<file path="src/rtl/puf_rsp_uart_tx.sv">
// Buffers PUF (rsp_pos, rsp_neg) pairs in a small FIFO and streams each one out
// as a 10-byte UART 8N1 frame: sync byte, frame index, then the two response words MSB byte first.
module puf_rsp_uart_tx #(
  parameter int          CLOCK_FREQUENCY = 300_000_000,
  parameter int          BAUD_RATE       = 115_200,
  parameter int          FIFO_DEPTH      = 4,
  parameter logic [7:0]  SYNC_BYTE       = 8'hA5
) (
  input  logic        clk,
  input  logic        resetn,
  input  logic        rsp_valid,
  input  logic [31:0] rsp_pos,
  input  logic [31:0] rsp_neg,
  output logic        uart_txd,
  output logic        busy,
  output logic        overflow,
  output logic [7:0]  frame_idx
);

  localparam int CLKS_PER_BIT = CLOCK_FREQUENCY / BAUD_RATE;
  localparam int BAUD_W       = (CLKS_PER_BIT > 1) ? $clog2(CLKS_PER_BIT) : 1;
  localparam int PTR_W        = (FIFO_DEPTH > 1) ? $clog2(FIFO_DEPTH) : 1;
  localparam int CNT_W        = PTR_W + 1;

  typedef enum logic [2:0] {
    S_IDLE,
    S_LOAD,
    S_START,
    S_DATA,
    S_STOP
  } state_t;

  state_t              state;
  logic [71:0]         fifo_mem [FIFO_DEPTH];
  logic [PTR_W-1:0]    wr_ptr;
  logic [PTR_W-1:0]    rd_ptr;
  logic [CNT_W-1:0]    count;
  logic [CNT_W-1:0]    count_next;
  logic [79:0]         frame_sr;
  logic [BAUD_W-1:0]   baud_cnt;
  logic [2:0]          bit_cnt;
  logic [2:0]          next_bit;
  logic [3:0]          byte_cnt;
  logic [7:0]          cur_byte;
  logic                pop;
  logic                push;
  logic                baud_end;
  logic                frame_done;
  logic                idle_next;

  // A full FIFO still accepts a push in the cycle the LOAD state pops the head.
  assign pop        = (state == S_LOAD);
  assign push       = rsp_valid && ((count < CNT_W'(FIFO_DEPTH)) || pop);
  assign baud_end   = (baud_cnt == BAUD_W'(CLKS_PER_BIT - 1));
  assign frame_done = (state == S_STOP) && baud_end && (byte_cnt == 4'd9);
  assign idle_next  = (count == '0) && ((state == S_IDLE) || frame_done);
  assign cur_byte   = frame_sr[79:72];
  assign next_bit   = bit_cnt + 3'd1;

  always_comb begin
    count_next = count;
    if (push && !pop) begin
      count_next = count + CNT_W'(1);
    end else if (!push && pop) begin
      count_next = count - CNT_W'(1);
    end
  end

  always_ff @(posedge clk) begin
    if (push) begin
      fifo_mem[wr_ptr] <= {frame_idx, rsp_pos, rsp_neg};
    end
  end

  always_ff @(posedge clk or negedge resetn) begin
    if (!resetn) begin
      state     <= S_IDLE;
      uart_txd  <= 1'b1;
      busy      <= 1'b0;
      overflow  <= 1'b0;
      frame_idx <= 8'd0;
      wr_ptr    <= '0;
      rd_ptr    <= '0;
      count     <= '0;
      frame_sr  <= '0;
      baud_cnt  <= '0;
      bit_cnt   <= '0;
      byte_cnt  <= '0;
    end else begin
      count <= count_next;
      busy  <= !idle_next || (count_next != '0);

      if (push) begin
        wr_ptr    <= wr_ptr + PTR_W'(1);
        frame_idx <= frame_idx + 8'd1;
      end else if (rsp_valid) begin
        overflow <= 1'b1;
      end

      if (pop) begin
        rd_ptr <= rd_ptr + PTR_W'(1);
      end

      case (state)
        S_IDLE: begin
          if (count != '0) begin
            state <= S_LOAD;
          end
        end

        S_LOAD: begin
          frame_sr <= {SYNC_BYTE, fifo_mem[rd_ptr]};
          byte_cnt <= 4'd0;
          baud_cnt <= '0;
          uart_txd <= 1'b0;
          state    <= S_START;
        end

        S_START: begin
          if (baud_end) begin
            baud_cnt <= '0;
            bit_cnt  <= 3'd0;
            uart_txd <= cur_byte[0];
            state    <= S_DATA;
          end else begin
            baud_cnt <= baud_cnt + BAUD_W'(1);
          end
        end

        S_DATA: begin
          if (baud_end) begin
            baud_cnt <= '0;
            if (bit_cnt == 3'd7) begin
              uart_txd <= 1'b1;
              state    <= S_STOP;
            end else begin
              bit_cnt  <= next_bit;
              uart_txd <= cur_byte[next_bit];
            end
          end else begin
            baud_cnt <= baud_cnt + BAUD_W'(1);
          end
        end

        S_STOP: begin
          if (baud_end) begin
            baud_cnt <= '0;
            if (byte_cnt == 4'd9) begin
              // Line stays high; the next frame's LOAD cycle is the only gap.
              state <= (count != '0) ? S_LOAD : S_IDLE;
            end else begin
              byte_cnt <= byte_cnt + 4'd1;
              frame_sr <= {frame_sr[71:0], 8'h00};
              uart_txd <= 1'b0;
              state    <= S_START;
            end
          end else begin
            baud_cnt <= baud_cnt + BAUD_W'(1);
          end
        end

        default: begin
          state    <= S_IDLE;
          uart_txd <= 1'b1;
        end
      endcase
    end
  end

endmodule
</file>
<file path="config.mk">
export PLATFORM = sky130hd
export DESIGN_NAME = puf_rsp_uart_tx
export DESIGN_NICKNAME = d
export VERILOG_FILES = /design/src/rtl/puf_rsp_uart_tx.sv
export SDC_FILE = /design/constraint.sdc
export NUM_CORES = 1
export LEC_CHECK = 0
export CORE_MARGIN = 3
export CORE_UTILIZATION = 60
export CTS_CLUSTER_DIAMETER = 120
export DETAILED_ROUTE_END_ITERATION = 6
export PLACE_DENSITY = 0.77
export RECOVER_POWER = 25
export SLEW_MARGIN = 20
export SYNTH_ARGS = -nofsm -noshare
export SYNTH_HDL_FRONTEND = slang
export SYNTH_SLANG_ARGS = --single-unit
</file>
<file path="constraint.sdc">
create_clock -name clk -period 3.9 [get_ports clk]
set_input_delay 0.78 -clock clk [delete_from_list [all_inputs] [get_ports clk]]
set_output_delay 0.78 -clock clk [all_outputs]
set_load 0.03 [all_outputs]
</file>
After elaboration in Yosys (flattened, before gate mapping)
Memory sizes are Yosys's and may differ from the RTL's.
Cells that the tools add are included.

operators by class
  mux-type cells = 32
  reduce and logical (&&, ||, !) cells = 25
  eq/ne operators = 14
  order comparisons = 2
  add/subtract/negate cells = 8
  bitwise operators = 2

operator list
  kind                     number
  $mux W80                 2
  $pmux W80 S2             1
  $mux W3                  10
  $pmux W12 S2             1
  $pmux W3 S5              1
  $add A12 B1 Y12 const B  1
  $eq A12 B12 Y1 const B   1
  $mux W12                 1
  $ne A2 B2 Y1 const B     6
  $reduce_and A5 Y1        2
  $mux W1                  9
  $add A8 B1 Y8 const B    1
  $mux W4                  2
  $pmux W4 S2              1
  $add A3 B1 Y3 const B    2
  $eq A3 B2 Y1 const B     2
  $eq A3 B3 Y1 const B     2
  $logic_and A1 B1 Y1      6
  $logic_not A3 Y1         2
  $pmux W3 S2              1
  $reduce_bool A2 Y1       3
  $reduce_bool A3 Y1       2
  $pmux W1 S5              1
  $add A2 B1 Y2 const B    2
  other kinds (16)         21

word-level totals
  output and inout bits = 11
  word-level logic and storage cells = 96
  register bits = 120
  memories = 1
  bits in writable memories = 288

memories
  name      words  width  rd ports  clocked after Yosys merged registers in  write ports  line  text
  fifo_mem  4      72     1         0                                        1            34    logic [71:0] fifo_mem [FIFO_DEPTH];

Longest topological paths before layout
Gate-level depths: netlist (run 1).

  depth after elaboration = 9
  depth in mapped cells = 9
  mapped depth without buffers = 6

Worst setup path before layout (run 1)
No wires, ideal clock.

  path type = reg2reg
  start point = register state[1]
  end point = memory fifo_mem[0][0] (enable)
  arrival time = 3110 ps
  stages on the path, launching flop included = 6
  buffers on the path = 2
  slack = 351 ps
  setup time = 438 ps
  data required time = 3462 ps
  path through = dfrtp_1 -> buf_2 -> or3b_1 -> a21oi_1 -> buf_2 -> and2_1

on the way
  longest elaborated chain between the ends = 5

ends and longest elaborated chain
  element                        line  text
  from (decl)                    33    state_t state;
  from (signal assigned)         150   state <= (count != '0) ? S_LOAD : S_IDLE;
  $eq A3 B1 Y1                   52    assign pop = (state == S_LOAD);
  $logic_or A1 B1 Y1             53    assign push = rsp_valid && ((count < CNT_W'(FIFO_DEPTH)) || pop);
  $logic_and A1 B1 Y1            53
  $mux W1                        70    if (push) begin
  $mux W1 (not written as such)  71    fifo_mem[wr_ptr] <= {frame_idx, rsp_pos, rsp_neg};
  to (decl)                      34

Every way passes these cells.

Worst setup path after layout (run 1)
  start point = register frame_idx[0]
  end point = output port frame_idx[0]

RTL lines
  element                 line  text
  from (decl)             17    output logic [7:0] frame_idx
  from (signal assigned)  95    frame_idx <= frame_idx + 8'd1;

No word-level cell between the ends.

==> flow_summary.toml, run 1 <==
[setup_path]
timing.critical_path.cells = "clkdlybuf4s50_1"
cpPeakStageDelay_ps = 750
critical_path.endpoint_type = "output pin"
internal_reg_to_reg_setup_slack_ps = 1280
r2r.worst_path.cells = 4
critical_path.startpoint = "frame_idx[0]$_DFFE_PN0P_"
timing.critical_path.required_ps = 3120
worstSetupPathDepth = 1
timing.critical_path.to = "frame_idx[0]"
crit_start_category = "flop"
r2r_end = "fifo_mem[3][60]$_DFFE_PP_"
setup.worst_path.class = "flop to output pin"
worst_path_dominant_cell_family = "buffers and inverters"
path_max_fanout = 10
timing.critical_path.slowest_stage_cell = "clkdlybuf4s50_1"
critical_path.n_buffers_inverters = 1
r2r-start = "state[2]$_DFFE_PN0P_"
cp_data_arrival_time_ps = 1850

[clocking]
cts.sink_count = 408
cts-buffers-inserted = 41
cts.reportedPaths.clkPinSlew_ps = 60
hold_buffers = 0
postCtsSetupRepairBufs = 0
clkLatencyLatePin_ps = 530
cts_tree = "yes"
ctsLongestPathBuffers = 3
post_cts_resized = 0
cts.htree.levels = 2
cts.root.buffer_cell = "clkbuf_16"

[synthesis]
synth-xor-area-share_pct = 0.7324
synthesis.area_um2 = 16740
synth_top_family_by_area = "multiplexers"
ys_dominant_reg_cell = "edfxtp_1"
seq_area_frac_synth_pct = 69.60
count_of_cell_types_in_the_netlist = 62
synth_mux_area_share_pct = 19.05
ys_seq_elements = 408
synth-compound-area-share_pct = 3.498
synth_edf_count = 288
synthArstFlopShare_pct = 29.41
yosysWarningCount = 0
synthesis.area_per_instance_um2 = 18.30
syn-instance-count = 915
post_synth_adder_cell_area_pct = 0.9716
yosys.area_share.simple_pct = 3.804
synth_nets = 995

[sta]
fin_setup_tns_ps = 0
whs_ps = 285.0
worst_max_slew_pin_slew_ps = 885.5
final_max_slew_viol_count = 0
setup_failing_eps_final = 0
final_period_minus_worst_setup_slack_ps = 2627
post-route-period-util_pct = 67.36
finalClockSkew_ps = 18.62
finalHoldViolations = 0
rsz0062_at_grt = "no"
fmax_mhz = 380.7
setup_slack_ps = 1273
slew_headroom_pct = 40.71

[global_route]
groute.usage.overall_pct = 22.15
first_global_vias = 9135
grt_max_degree = 70
grt_util_met1_pct = 32.05
grt_use_met2_pct = 35.69
global_route.peak_usage_layer = "met2"
initial_antenna_violation_count = 2
groute.layer.met3.usage_pct = 3.557
global_route.overflow_total = 0
grt_pass1_wl_um = 52180

[floorplanning]
fp.dieArea_um2 = 29940
floorplan.initialDensity_pct = 61.60
die_width_um = 173.0
rows = 60
dieHeight_um = 173.0
core_um2 = 27180
floorplan.io_pins = 78

[status]
run_status = "completed"

[placed_design]
place_ws_ps = 868.1
gp_congestion = 0.7943
port_buffers = 77
place_hpwl_um = 19380

[power_and_ir_drop]
static_leak_nw = 6.826
power.total_mw = 8.833
power_density_nw_per_um2 = 456.8
max-vdd-ir-drop_uv = 388.0

[layout]
final_layout_size_suffix_gt1_share_pct = 30.41
nFillCells = 1714
most_common_cell_after_layout_fill_and_taps_aside = "edfxtp_1"
layout.cells.most_common_list = "edfxtp_1, mux2_2, dfrtp_1"
finalNetCount = 1086
areaGrowthSynthToFinish_pct = 15.49
fin_util_pct = 71.15

[route]
post_detailed_route_drc_marker_count = 0
detail_route.wirelength_um = 32170
routed_vias = 8637
dr.pass1.iters = 4
detail-route-antenna-nets = 0
drt-wirelength-per-cell_um = 22.77
route.detailed.vias_per_inst = 6.113
drt_iter0_drc = 618

[hold_path]
hold_class = "input port to asynchronous set/reset pin"

[flow_run]
maxCapViolations = 0
where the power goes:
part | switching, mW | total [mW] | internal (mW)
registers | 0.0202 | 4.68 | 4.66
logic | 0.0994 | 0.179 | 0.0801
clock network | 1.60 | 3.98 | 2.38
cell families after synthesis:
| logic type | Yosys count |
|---|---|
| AOI/OAI and AO/OA | 87 |
| DFF | 408 |
| buffers and inverters | 67 |
| and+or+nand+nor | 118 |
| muxes | 208 |
| adders and majority gates | 13 |
| xor gates and xnor gates | 14 |
metal layers:
layer / share of wire [%] / vias up
li1: - / 3816
met1: 43 / 4498
met2: 49 / 268
met3: 5.3 / 55
met4: 2.3 / 0
met5: 0 / -
sequential cells by signal, summed over array words and instances (netlist names):
register   cells
count          3
frame_idx      8
byte_cnt       4
state          3
rd_ptr         2
overflow       1
baud_cnt      12
fifo_mem     288
bit_cnt        3
busy           1
wr_ptr         2
frame_sr      80
uart_txd       1
stage by stage:
stage / cells / instance area [um^2]
final: 1413 / 19330
after global routing: 1413 / 19330
after CTS: 1411 / 19330
after detailed placement: 1335 / 17940
after global placement: 1335 / 17940
after floorplan: 915 / 16740
cell type report:
class                   count  area, um^2  share of cell area (%)
clock inverters            15       162.7                  0.8413
well taps                 372       465.4                   2.407
flip-flops and latches    408       11660                   60.29
repair buffers            102        1056                   5.462
diodes                      2       5.005                 0.02588
inverters                  13       48.80                  0.2524
clock buffers              61        1224                   6.329
multi-input cells         440        4716                   24.39
synth_stat cells (3+ instances only):
cell type / number / area [um^2]
and3_1: 6 / 37.54
a21oi_1: 11 / 55.05
o22ai_1: 3 / 18.77
buf_1: 3 / 11.26
o21ai_0: 22 / 110.1
mux2_4: 5 / 75.07
nor2_1: 13 / 48.80
a31oi_1: 13 / 81.33
nand3_1: 22 / 110.1
and2_1: 4 / 25.02
o211ai_1: 10 / 75.07
nor3_1: 4 / 20.02
mux4_2: 74 / 1667
buf_4: 8 / 60.06
a31o_2: 3 / 26.28
inv_1: 13 / 48.80
a211oi_1: 7 / 52.55
ha_1: 13 / 162.7
nand2_1: 40 / 150.1
mux2_2: 125 / 1408
clkbuf_1: 16 / 60.06
a211o_1: 3 / 26.28
buf_6: 9 / 101.4
nor2b_1: 4 / 25.02
xnor2_1: 12 / 105.1
nand3b_1: 3 / 22.52
nor3b_1: 3 / 22.52
edfxtp_1: 288 / 8648
buf_2: 15 / 75.07
nand4_1: 4 / 25.02
mux2i_1: 4 / 40.04
dfrtp_1: 119 / 2978
worst min-delay path by stage:
stage                                        start                  endpoint  slack (ps)  depth (start not counted)
after floorplan           frame_sr[65]$_DFFE_PN0P_  frame_sr[73]$_DFFE_PN0P_         460                          2
after global placement        overflow$_DFFE_PN0P_      overflow$_DFFE_PN0P_         460                          1
after detailed placement      overflow$_DFFE_PN0P_      overflow$_DFFE_PN0P_         470                          1
after CTS                                   resetn   frame_sr[8]$_DFFE_PN0P_         290                          1
after global routing                        resetn   frame_sr[8]$_DFFE_PN0P_         330                          1
final                                       resetn  frame_sr[14]$_DFFE_PN0P_         280                          1
Power figures use the tool's default switching activity.
==> run 2, diff against run 1 <==
==> constraint.sdc (replaced) <==
create_clock -name clk -period 2.5 [get_ports clk]
set_input_delay 0.5 -clock clk [delete_from_list [all_inputs] [get_ports clk]]
set_output_delay 0.5 -clock clk [all_outputs]
set_load 0.03 [all_outputs]
==> run 2 against run 1 <==
Global-route usage grew 0.33 points; utilization grew 0.87 points; power grew 52%; critical path type unchanged; combinational power grew 59%; register-to-register slack lost 970 ps; critical endpoint unchanged; first-iteration DRC count grew 9.2%; setup slack lost 1100 ps; critical path depth is the same; final cell count grew 1.6%; sequential power grew 56%.
==> flow_summary.toml, run 2 (same netlist as run 1, synthesis figures left out) <==
[clocking]
cts_tree = "yes"
cts.root.buffer_cell = "clkbuf_16"
post_cts_resized = 0
ctsLongestPathBuffers = 3
clkLatencyLatePin_ps = 530
cts.sink_count = 408
hold_buffers = 1
cts.reportedPaths.clkPinSlew_ps = 60
cts-buffers-inserted = 41
cts.htree.levels = 2
postCtsSetupRepairBufs = 0

[placed_design]
port_buffers = 77
place_hpwl_um = 20670
place_ws_ps = 203.4
placed_cell_area_um2 = 18250
post-place-cells = 1359
gp_congestion = 0.8248

[sta]
final_period_minus_worst_setup_slack_ps = 2352
finalHoldViolations = 0
setup_failing_eps_final = 0
setup_slack_ps = 147.9
whs_ps = 469.0
fmax_mhz = 425.1
worst_max_slew_pin_slew_ps = 624.1
final_max_slew_viol_count = 0
fin_setup_tns_ps = 0
post-route-period-util_pct = 94.09
rsz0062_at_grt = "no"
slew_headroom_pct = 58.10
finalClockSkew_ps = 12.74

[setup_path]
timing.critical_path.cells = "clkdlybuf4s50_1"
timing.critical_path.required_ps = 2000
cpPeakStageDelay_ps = 750
setup.worst_path.class = "flop to output pin"
r2r-start = "baud_cnt[0]$_DFFE_PN0P_"
timing.critical_path.slowest_stage_cell = "clkdlybuf4s50_1"
critical_path.endpoint_type = "output pin"
r2r.worst_path.cells = 6
path_max_fanout = 10
internal_reg_to_reg_setup_slack_ps = 310
worst_path_dominant_cell_family = "buffers and inverters"
cp_data_arrival_time_ps = 1850
critical_path.n_buffers_inverters = 1
crit_start_category = "flop"
r2r_end = "frame_sr[46]$_DFFE_PN0P_"

[layout]
registers.top_by_ff_count = "fifo_mem"
finalNetCount = 1111
most_common_cell_after_layout_fill_and_taps_aside = "edfxtp_1"
largest_register_ffs = 288
reg_top3 = "fifo_mem (288), frame_sr (80), baud_cnt (12)"
final_layout_size_suffix_gt1_share_pct = 31.95
finalInstanceArea_um2 = 19570
areaGrowthSynthToFinish_pct = 16.91
layout.cells.most_common_list = "edfxtp_1, mux2_2, dfrtp_1"
fin_cells = 1436
fin_util_pct = 72.02
antenna_cells = 0

[floorplanning]
die_width_um = 173.0
rows = 60
floorplan.io_pins = 78
core_um2 = 27180
dieHeight_um = 173.0
fp.dieArea_um2 = 29940
floorplan.initialDensity_pct = 61.60

[route]
drt_iter0_drc = 675
dr.pass1.iters = 4
detail_route.wirelength_um = 32700
route.detailed.vias_per_inst = 6.052
routed_vias = 8691
drt-wirelength-per-cell_um = 22.77
detail-route-antenna-nets = 0
post_detailed_route_drc_marker_count = 0

[hold_path]
hold_class = "flop to flop"
min_to = "overflow$_DFFE_PN0P_"
hold_start = "overflow$_DFFE_PN0P_"
holdPathStages = 1

[global_route]
first_global_vias = 9240
grt_max_degree = 45
global_route.overflow_total = 0
grt_pass1_wl_um = 53040
groute.usage.overall_pct = 22.48
initial_antenna_violation_count = 0

[status]
run_status = "completed"

[power_and_ir_drop]
static_leak_nw = 6.966
max-vdd-ir-drop_uv = 762.0
power.total_mw = 13.40
power_density_nw_per_um2 = 684.5

[flow_run]
maxCapViolations = 0
==> run 2: how the worst max path moves through the flow <==
stage | from | endpoint | cells past startpoint
final | frame_idx[0]$_DFFE_PN0P_ | frame_idx[0] | 1
after floorplan | state[1]$_DFFE_PN0P_ | fifo_mem[0][0]$_DFFE_PP_ | 5
after detailed placement | rsp_valid | fifo_mem[2][16]$_DFFE_PP_ | 6
after global routing | frame_idx[0]$_DFFE_PN0P_ | frame_idx[0] | 1
after CTS | frame_idx[0]$_DFFE_PN0P_ | frame_idx[0] | 1
after global placement | rsp_valid | fifo_mem[0][35]$_DFFE_PP_ | 6
==> run 2: power breakdown <==
part | total [mW] | internal (mW) | switching, mW
clock | 5.82 | 3.34 | 2.47
combinational | 0.284 | 0.125 | 0.159
sequential | 7.30 | 7.27 | 0.0312
total | 13.4 | 10.7 | 2.66
==> run 2: per-layer routing <==
metal	vias to the layer above	GRT usage (%)	share of wire, %
li1	3863	-	-
met1	4560	32.64	44
met2	216	36.63	49
met3	52	3.184	4.2
met4	0	6.014	2.4
met5	-	0	0
==> run 2: layout make-up <==
| cell class | count | area, um^2 |
|---|---|---|
| multi-input cells | 440 | 4716 |
| clock inverters | 18 | 122.6 |
| repair buffers | 127 | 1371 |
| flip-flops and latches | 408 | 11660 |
| clock buffers | 58 | 1190 |
| inverters | 13 | 48.80 |
| well taps | 372 | 465.4 |
| fillers | 1672 | 7605 |
==> run 3, diff against run 2 <==
--- a/config.mk
+++ b/config.mk
@@ -5,6 +5,7 @@
 export SDC_FILE = /design/constraint.sdc
 export NUM_CORES = 1
 export LEC_CHECK = 0
+export CAP_MARGIN = 20
 export CORE_MARGIN = 3
 export CORE_UTILIZATION = 60
 export CTS_CLUSTER_DIAMETER = 120
==> results of run 3 <==
The final DEF is identical to that of run 2; final timing and power are the same.
